### src/rtl/dcache_pkg.sv
// Shared types and width helpers for the set-associative data cache.
package dcache_pkg;

    typedef enum logic [1:0] {
        IDLE,
        WRITEBACK,
        REFILL,
        UPDATE
    } state_t;

    function automatic int clog2(input int value);
        int r;
        r = 0;
        for (int i = 0; i < 31; i++) begin
            if ((1 << i) < value) r = i + 1;
        end
        return r;
    endfunction

    // Index fields that may collapse to zero bits (e.g. one way) keep one bit
    function automatic int width1(input int value);
        return (value < 1) ? 1 : value;
    endfunction

endpackage

### src/rtl/dcache_lru.sv
// Per-set age counters for LRU replacement; age 0 is most recent, the oldest way is the victim.
module dcache_lru
    import dcache_pkg::*;
#(
    parameter int SETS = 8,
    parameter int WAYS = 2
) (
    input  logic                              clock,
    input  logic                              reset,
    input  logic [clog2(SETS)-1:0]            set,
    input  logic [width1(clog2(WAYS))-1:0]    way,
    input  logic                              touch,
    output logic [width1(clog2(WAYS))-1:0]    victim
);

    localparam int IDX_W = clog2(SETS);
    localparam int WAY_W = width1(clog2(WAYS));
    localparam int AGE_W = width1(clog2(WAYS));
    localparam logic [AGE_W-1:0] AGE_MAX = AGE_W'(WAYS - 1);

    logic [AGE_W-1:0] age_q [SETS][WAYS];
    logic [AGE_W-1:0] age_d [SETS][WAYS];
    logic [AGE_W-1:0] old_age;
    logic [AGE_W-1:0] best_age;

    // '<=' rather than '<' lets the all-zero reset state settle into distinct ages
    always_comb begin
        age_d   = age_q;
        old_age = age_q[set][way];
        if (touch) begin
            for (int unsigned w = 0; w < WAYS; w++) begin
                if (WAY_W'(w) == way) begin
                    age_d[set][w] = '0;
                end else if (age_q[set][w] <= old_age && age_q[set][w] != AGE_MAX) begin
                    age_d[set][w] = age_q[set][w] + 1'b1;
                end
            end
        end
    end

    always_comb begin
        victim   = '0;
        best_age = age_q[set][0];
        for (int unsigned w = 1; w < WAYS; w++) begin
            if (age_q[set][w] > best_age) begin
                best_age = age_q[set][w];
                victim   = WAY_W'(w);
            end
        end
    end

    always_ff @(posedge clock or posedge reset) begin
        if (reset) begin
            for (int unsigned s = 0; s < SETS; s++) begin
                for (int unsigned w = 0; w < WAYS; w++) begin
                    age_q[s][w] <= '0;
                end
            end
        end else begin
            age_q <= age_d;
        end
    end

endmodule

### src/rtl/dcache_assoc.sv
// N-way set-associative write-back, write-allocate data cache with LRU replacement and hit/miss counters.
module dcache_assoc
    import dcache_pkg::*;
#(
    parameter int ADDR_W      = 8,
    parameter int WORD_W      = 8,
    parameter int BLOCK_WORDS = 4,
    parameter int SETS        = 8,
    parameter int WAYS        = 2,
    parameter int CNT_W       = 16
) (
    input  logic                                        clock,
    input  logic                                        reset,
    input  logic                                        read,
    input  logic                                        write,
    input  logic [ADDR_W-1:0]                           address,
    input  logic [WORD_W-1:0]                           writedata,
    output logic [WORD_W-1:0]                           readdata,
    output logic                                        busywait,
    output logic                                        mem_read,
    output logic                                        mem_write,
    output logic [ADDR_W-clog2(BLOCK_WORDS)-1:0]        mem_address,
    output logic [WORD_W*BLOCK_WORDS-1:0]               mem_writedata,
    input  logic [WORD_W*BLOCK_WORDS-1:0]               mem_readdata,
    input  logic                                        mem_busywait,
    output logic [CNT_W-1:0]                            hit_count,
    output logic [CNT_W-1:0]                            miss_count
);

    localparam int OFF_W   = clog2(BLOCK_WORDS);
    localparam int IDX_W   = clog2(SETS);
    localparam int TAG_W   = ADDR_W - IDX_W - OFF_W;
    localparam int WAY_W   = width1(clog2(WAYS));
    localparam int BLOCK_W = WORD_W * BLOCK_WORDS;

    logic [BLOCK_W-1:0] data_q  [SETS][WAYS];
    logic [BLOCK_W-1:0] data_d  [SETS][WAYS];
    logic [TAG_W-1:0]   tag_q   [SETS][WAYS];
    logic [TAG_W-1:0]   tag_d   [SETS][WAYS];
    logic [WAYS-1:0]    valid_q [SETS];
    logic [WAYS-1:0]    valid_d [SETS];
    logic [WAYS-1:0]    dirty_q [SETS];
    logic [WAYS-1:0]    dirty_d [SETS];

    state_t             state_q, state_d;
    logic [WAY_W-1:0]   victim_q, victim_d;
    logic [CNT_W-1:0]   hit_count_q, hit_count_d;
    logic [CNT_W-1:0]   miss_count_q, miss_count_d;

    logic [TAG_W-1:0]   addr_tag;
    logic [IDX_W-1:0]   addr_idx;
    logic [OFF_W-1:0]   addr_off;
    logic               req;
    logic               hit;
    logic [WAY_W-1:0]   hit_way;
    logic               inv_found;
    logic [WAY_W-1:0]   inv_way;
    logic [WAY_W-1:0]   lru_victim;
    logic [WAY_W-1:0]   victim_sel;
    logic               touch;

    assign addr_tag = address[ADDR_W-1 -: TAG_W];
    assign addr_idx = address[OFF_W +: IDX_W];
    assign addr_off = address[OFF_W-1:0];
    assign req      = read | write;

    always_comb begin
        hit       = 1'b0;
        hit_way   = '0;
        inv_found = 1'b0;
        inv_way   = '0;
        for (int unsigned w = 0; w < WAYS; w++) begin
            if (valid_q[addr_idx][w] && tag_q[addr_idx][w] == addr_tag) begin
                hit     = 1'b1;
                hit_way = WAY_W'(w);
            end
            if (!valid_q[addr_idx][w] && !inv_found) begin
                inv_found = 1'b1;
                inv_way   = WAY_W'(w);
            end
        end
    end

    assign victim_sel = inv_found ? inv_way : lru_victim;
    assign touch      = (state_q == IDLE) && req && hit;

    dcache_lru #(
        .SETS (SETS),
        .WAYS (WAYS)
    ) u_lru (
        .clock  (clock),
        .reset  (reset),
        .set    (addr_idx),
        .way    (hit_way),
        .touch  (touch),
        .victim (lru_victim)
    );

    always_comb begin
        state_d       = state_q;
        victim_d      = victim_q;
        hit_count_d   = hit_count_q;
        miss_count_d  = miss_count_q;
        data_d        = data_q;
        tag_d         = tag_q;
        valid_d       = valid_q;
        dirty_d       = dirty_q;
        readdata      = '0;
        busywait      = 1'b0;
        mem_read      = 1'b0;
        mem_write     = 1'b0;
        mem_address   = '0;
        mem_writedata = '0;

        case (state_q)
            IDLE: begin
                if (req && hit) begin
                    readdata = data_q[addr_idx][hit_way][addr_off*WORD_W +: WORD_W];
                    if (hit_count_q != '1) hit_count_d = hit_count_q + 1'b1;
                    if (write) begin
                        data_d[addr_idx][hit_way][addr_off*WORD_W +: WORD_W] = writedata;
                        dirty_d[addr_idx][hit_way] = 1'b1;
                    end
                end else if (req) begin
                    busywait = 1'b1;
                    victim_d = victim_sel;
                    if (miss_count_q != '1) miss_count_d = miss_count_q + 1'b1;
                    if (valid_q[addr_idx][victim_sel] && dirty_q[addr_idx][victim_sel]) begin
                        state_d = WRITEBACK;
                    end else begin
                        state_d = REFILL;
                    end
                end
            end
            WRITEBACK: begin
                busywait      = 1'b1;
                mem_write     = 1'b1;
                mem_address   = {tag_q[addr_idx][victim_q], addr_idx};
                mem_writedata = data_q[addr_idx][victim_q];
                if (!mem_busywait) state_d = REFILL;
            end
            REFILL: begin
                busywait    = 1'b1;
                mem_read    = 1'b1;
                mem_address = {addr_tag, addr_idx};
                if (!mem_busywait) state_d = UPDATE;
            end
            UPDATE: begin
                busywait                   = 1'b1;
                data_d[addr_idx][victim_q]  = mem_readdata;
                tag_d[addr_idx][victim_q]   = addr_tag;
                valid_d[addr_idx][victim_q] = 1'b1;
                dirty_d[addr_idx][victim_q] = 1'b0;
                state_d                    = IDLE;
            end
            default: state_d = IDLE;
        endcase
    end

    always_ff @(posedge clock or posedge reset) begin
        if (reset) begin
            state_q      <= IDLE;
            victim_q     <= '0;
            hit_count_q  <= '0;
            miss_count_q <= '0;
            for (int unsigned s = 0; s < SETS; s++) begin
                valid_q[s] <= '0;
                dirty_q[s] <= '0;
                for (int unsigned w = 0; w < WAYS; w++) begin
                    data_q[s][w] <= '0;
                    tag_q[s][w]  <= '0;
                end
            end
        end else begin
            state_q      <= state_d;
            victim_q     <= victim_d;
            hit_count_q  <= hit_count_d;
            miss_count_q <= miss_count_d;
            data_q       <= data_d;
            tag_q        <= tag_d;
            valid_q      <= valid_d;
            dirty_q      <= dirty_d;
        end
    end

    assign hit_count  = hit_count_q;
    assign miss_count = miss_count_q;

endmodule

### config.mk
export PLATFORM = sky130hd
export DESIGN_NAME = dcache_assoc
export DESIGN_NICKNAME = d
export VERILOG_FILES = /design/src/rtl/dcache_pkg.sv /design/src/rtl/dcache_lru.sv /design/src/rtl/dcache_assoc.sv
export SDC_FILE = /design/constraint.sdc
export NUM_CORES = 2
export LEC_CHECK = 0
export ABC_AREA = 1
export BUFFER_PORTS_ARGS = -buffer_cell sky130_fd_sc_hd__buf_2
export CAP_MARGIN = 20
export CORE_UTILIZATION = 35
export CTS_CLUSTER_DIAMETER = 50
export DETAILED_ROUTE_END_ITERATION = 16
export GPL_TIMING_DRIVEN = 0
export SYNTH_ARGS = -nofsm -noshare
export SYNTH_HDL_FRONTEND = slang
export SYNTH_HIERARCHICAL = 1
export SYNTH_SLANG_ARGS = --single-unit
### constraint.sdc
create_clock -name clock -period 20.9 [get_ports clock]
set_clock_uncertainty 0.1 [all_clocks]
set_input_delay 2.09 -clock clock [delete_from_list [all_inputs] [get_ports clock]]
set_output_delay 2.09 -clock clock [all_outputs]
set_load 0.01 [all_outputs]
==> impl_metrics.ini <==
[synthesis]
yosysMostFrequentCell = nand2_1
yosysSeqAreaShare_pct = 41.2
synth-seq-cells = 643
yosysTopAreaCellShare_pct = 41.2
syn_area_per_cell_um2 = 6.77
postSynthNetCount = 5830
syn_inst = 5765
synth_area_leader_cell = dfrtp_1
synth_common_cells = 2,373 x nand2_1, 908 x nand3_1, 643 x dfrtp_1
yosys-top-cells-area = dfrtp_1 41%, nand2_1 23%, nand3_1 12%, o21ai_0 3.9%, nor2_1 3.0%
synth_edf_count = 0
post_synth_num_cell_types = 42
synth_area_um2 = 39000
synth_ff_type = dfrtp_1
async_reset_ff_share_pct = 100
yosysWarnings = 6

[sta]
tightest_slew_ns = 1.37
finalMaxSlewViolations = 0
final.min_clock_period_ns = 9.37
hold_violations = 0
setup_tns_ns = 0
timing.fmax_ghz = 0.107
finalSetupViolCount = 0
rsz0062_at_grt = false
whs_ns = 0.352
relSlewSlack_pct = 8.64
period_share_pct = 44.8

[critical_path]
rrSetupSlack_ns = 16.21
cp.required_ns = 18.71
end_kind = output pin
crit_fanout = 10
reg2reg_from = victim_q$_DFFE_PP0P_
cp-start-kind = primary input
r2r_cells = 8
r2r_end = data_q[269]$_DFFE_PP0P_
critPathArrivalTime_ns = 7.18
crit_type = primary input to output pin

[global_routing]
grt_max_degree = 119
grt_overflow_total = 0
grt_pass1_vias = 40800
grt_pass1_wl_mm = 301
antenna_found_initial = 9
track_usage_pct = 37.4

[clocking]
clkSinkCount = 643
cts_resized = 0
cts_max_level = 3
cts_buffer_depth = 3
root_buffer = clkbuf_16
cts_tree = done
cts_hold_buf = 0
post_cts_buffers = 0
clk_latency_ns = 0.71
clk_pin_slew_ns = 0.05
cts_buffers = 102

[die]
start_util_pct = 35.3
die_w_um = 336
num_rows = 122
ios = 134
core_area_um2 = 111000
dieArea_um2 = 113000
die_h_um = 336

[cells_and_area]
syn2layout_area_growth_pct = 17.4
drive_gt1_share_pct = 9.99
nets = 6089

[power]
switching_share_pct = 38.6
p_leak_nw = 23.5
power_density_nw_per_um2 = 96.5
p_comb_share_pct = 26.8
clkPwrFrac_pct = 40.8
vdd_ir_drop_max_mv = 0.0628
switchingPower_mw = 1.71
seqPwrFrac_pct = 32.4
p_int_mw = 2.71

[hold_path]
min_path_cells = 2
hp-class = flop to flop
whs_endpoint = valid_q[2]$_DFFE_PP0P_
worst_hold_startpoint = valid_q[2]$_DFFE_PP0P_

[detailed_routing]
vias = 45100
wl_per_cell_um = 28.3
via_per_inst = 5.93
ant_nets = 0
route.detailed.drc = 0
drt_iter0_drc = 6871
drt-pass1-iter-count = 9
routed_wirelength_mm = 215

[place]
numPortBuffers = 101
hpwlAfterDp_mm = 164
globalplace.congestion = 1.07

[run_status]
status = finished, final reports clean

[job]
max_cap_viol_count = 0
[how the worst max path moves through the flow]
stage / from / to / slack, ns / cells after the start
after detailed placement: address[2] / readdata[0] / 11.69 / 19
final: address[2] / readdata[0] / 11.53 / 20
after CTS: address[2] / readdata[0] / 11.68 / 19
after global placement: reset / data_q[311]$_DFFE_PP0P_ / -7.48 / 2
after global routing: address[2] / readdata[0] / 11.64 / 20
after floorplan: reset / data_q[0]$_DFFE_PP0P_ / 1.15 / 1
[layout by cell type (no fill, tap or decap), drive strengths merged, types with 5 or more instances in the layout]
cell / netlist / routed
clkinvlp: 0 / 8
o2111ai: 8 / 8
nand4: 63 / 63
bufinv: 0 / 11
nand3: 925 / 925
buf: 181 / 336
nor4: 10 / 10
nor3: 35 / 35
o21ai: 378 / 378
a21oi: 105 / 105
a211oi: 5 / 5
a21boi: 8 / 8
nor2: 327 / 327
clkbuf: 195 / 318
nand2: 2404 / 2404
dfrtp: 643 / 643
o211ai: 18 / 18
diode: 0 / 9
xnor2: 9 / 9
clkinv: 16 / 41
o22a: 24 / 24
inv: 172 / 192
or2: 23 / 23
o22ai: 182 / 182
xor2: 19 / 19
ha: 12 / 12
[area by class of cell]
cell class	count	area, µm²
timing repair buffer	155	1300
clock buffer	123	2760
antenna	9	22.5
tap	1488	1860
clock inverter	64	815
multi-input combinational	4558	20600
buffer	376	1670
sequential	643	16100
inverter	188	716
fill	11900	64800
[kinds of logic (layout without fill, tap and decap cells)]
| family | after synthesis | in the layout | share of synthesized area [%] |
|---|---|---|---|
| AOI/OAI and AO/OA | 730 | 730 | 10.8 |
| other | 0 | 9 | 0 |
| buffers and inverters | 564 | 906 | 6.09 |
| and+or+nand+nor | 3788 | 3788 | 40.9 |
| adders and majority gates | 12 | 12 | 0.385 |
| xor gates and xnor gates | 28 | 28 | 0.628 |
| DFF | 643 | 643 | 41.2 |
[power groups by stage]
stage / Combinational, mW / Sequential (mW) / Clock (mW)
finish: 1.18 / 1.43 / 1.80
detailed placement: 1.12 / 1.45 / 0
global route: 1.22 / 1.44 / 1.87
CTS: 1.12 / 1.43 / 1.81
global placement: 1.10 / 1.45 / 0
floorplan: 0.621 / 1.44 / 0
[routing by layer]
metal / global-route usage (%) / routed length (µm)
met5: 0 / 14
met4: 19.8 / 13900
met1: 51.7 / 88200
met3: 10.5 / 27000
met2: 52.6 / 86000
[worst max-delay path, cell delays in order]
cell and delay [ns]:
buf_2 0.14, buf_2 0.19, inv_4 0.12, buf_6 0.17, buf_4 0.25, nor2_1 0.24
inv_1 0.18, clkbuf_1 0.56, buf_6 0.26, clkbuf_1 0.55, buf_8 0.27, nor2_1 0.05
nor2_1 0.12, o2111ai_1 0.37, nand2_1 0.18, nand2_1 0.07, a21oi_1 0.72, nor2_1 0.14
nor2_1 0.27, buf_2 0.18
[sequential cells by signal, indices dropped and copies added, names as in the netlist]
name and count:
dirty_q 16, state_q 2, u_lru/age_q 16, miss_count 16, tag_q 48, valid_q 16
data_q 512, victim_q 1, hit_count 16
[through the flow]
stage	instance area [µm²]	util [%]	instances	total power, mW	setup WS (ns)
2_1_floorplan	39000	-	5765	2.06	1.15
3_3_place_gp	41400	37.4	7354	2.55	-7.48
3_5_place_dp	42200	38.1	7402	2.57	11.69
4_1_cts	45700	41.3	7589	4.36	11.68
5_1_grt	45800	41.4	7595	4.53	11.64
6_report	45800	41.4	7604	4.42	11.53
Power figures use the tool's default switching activity.
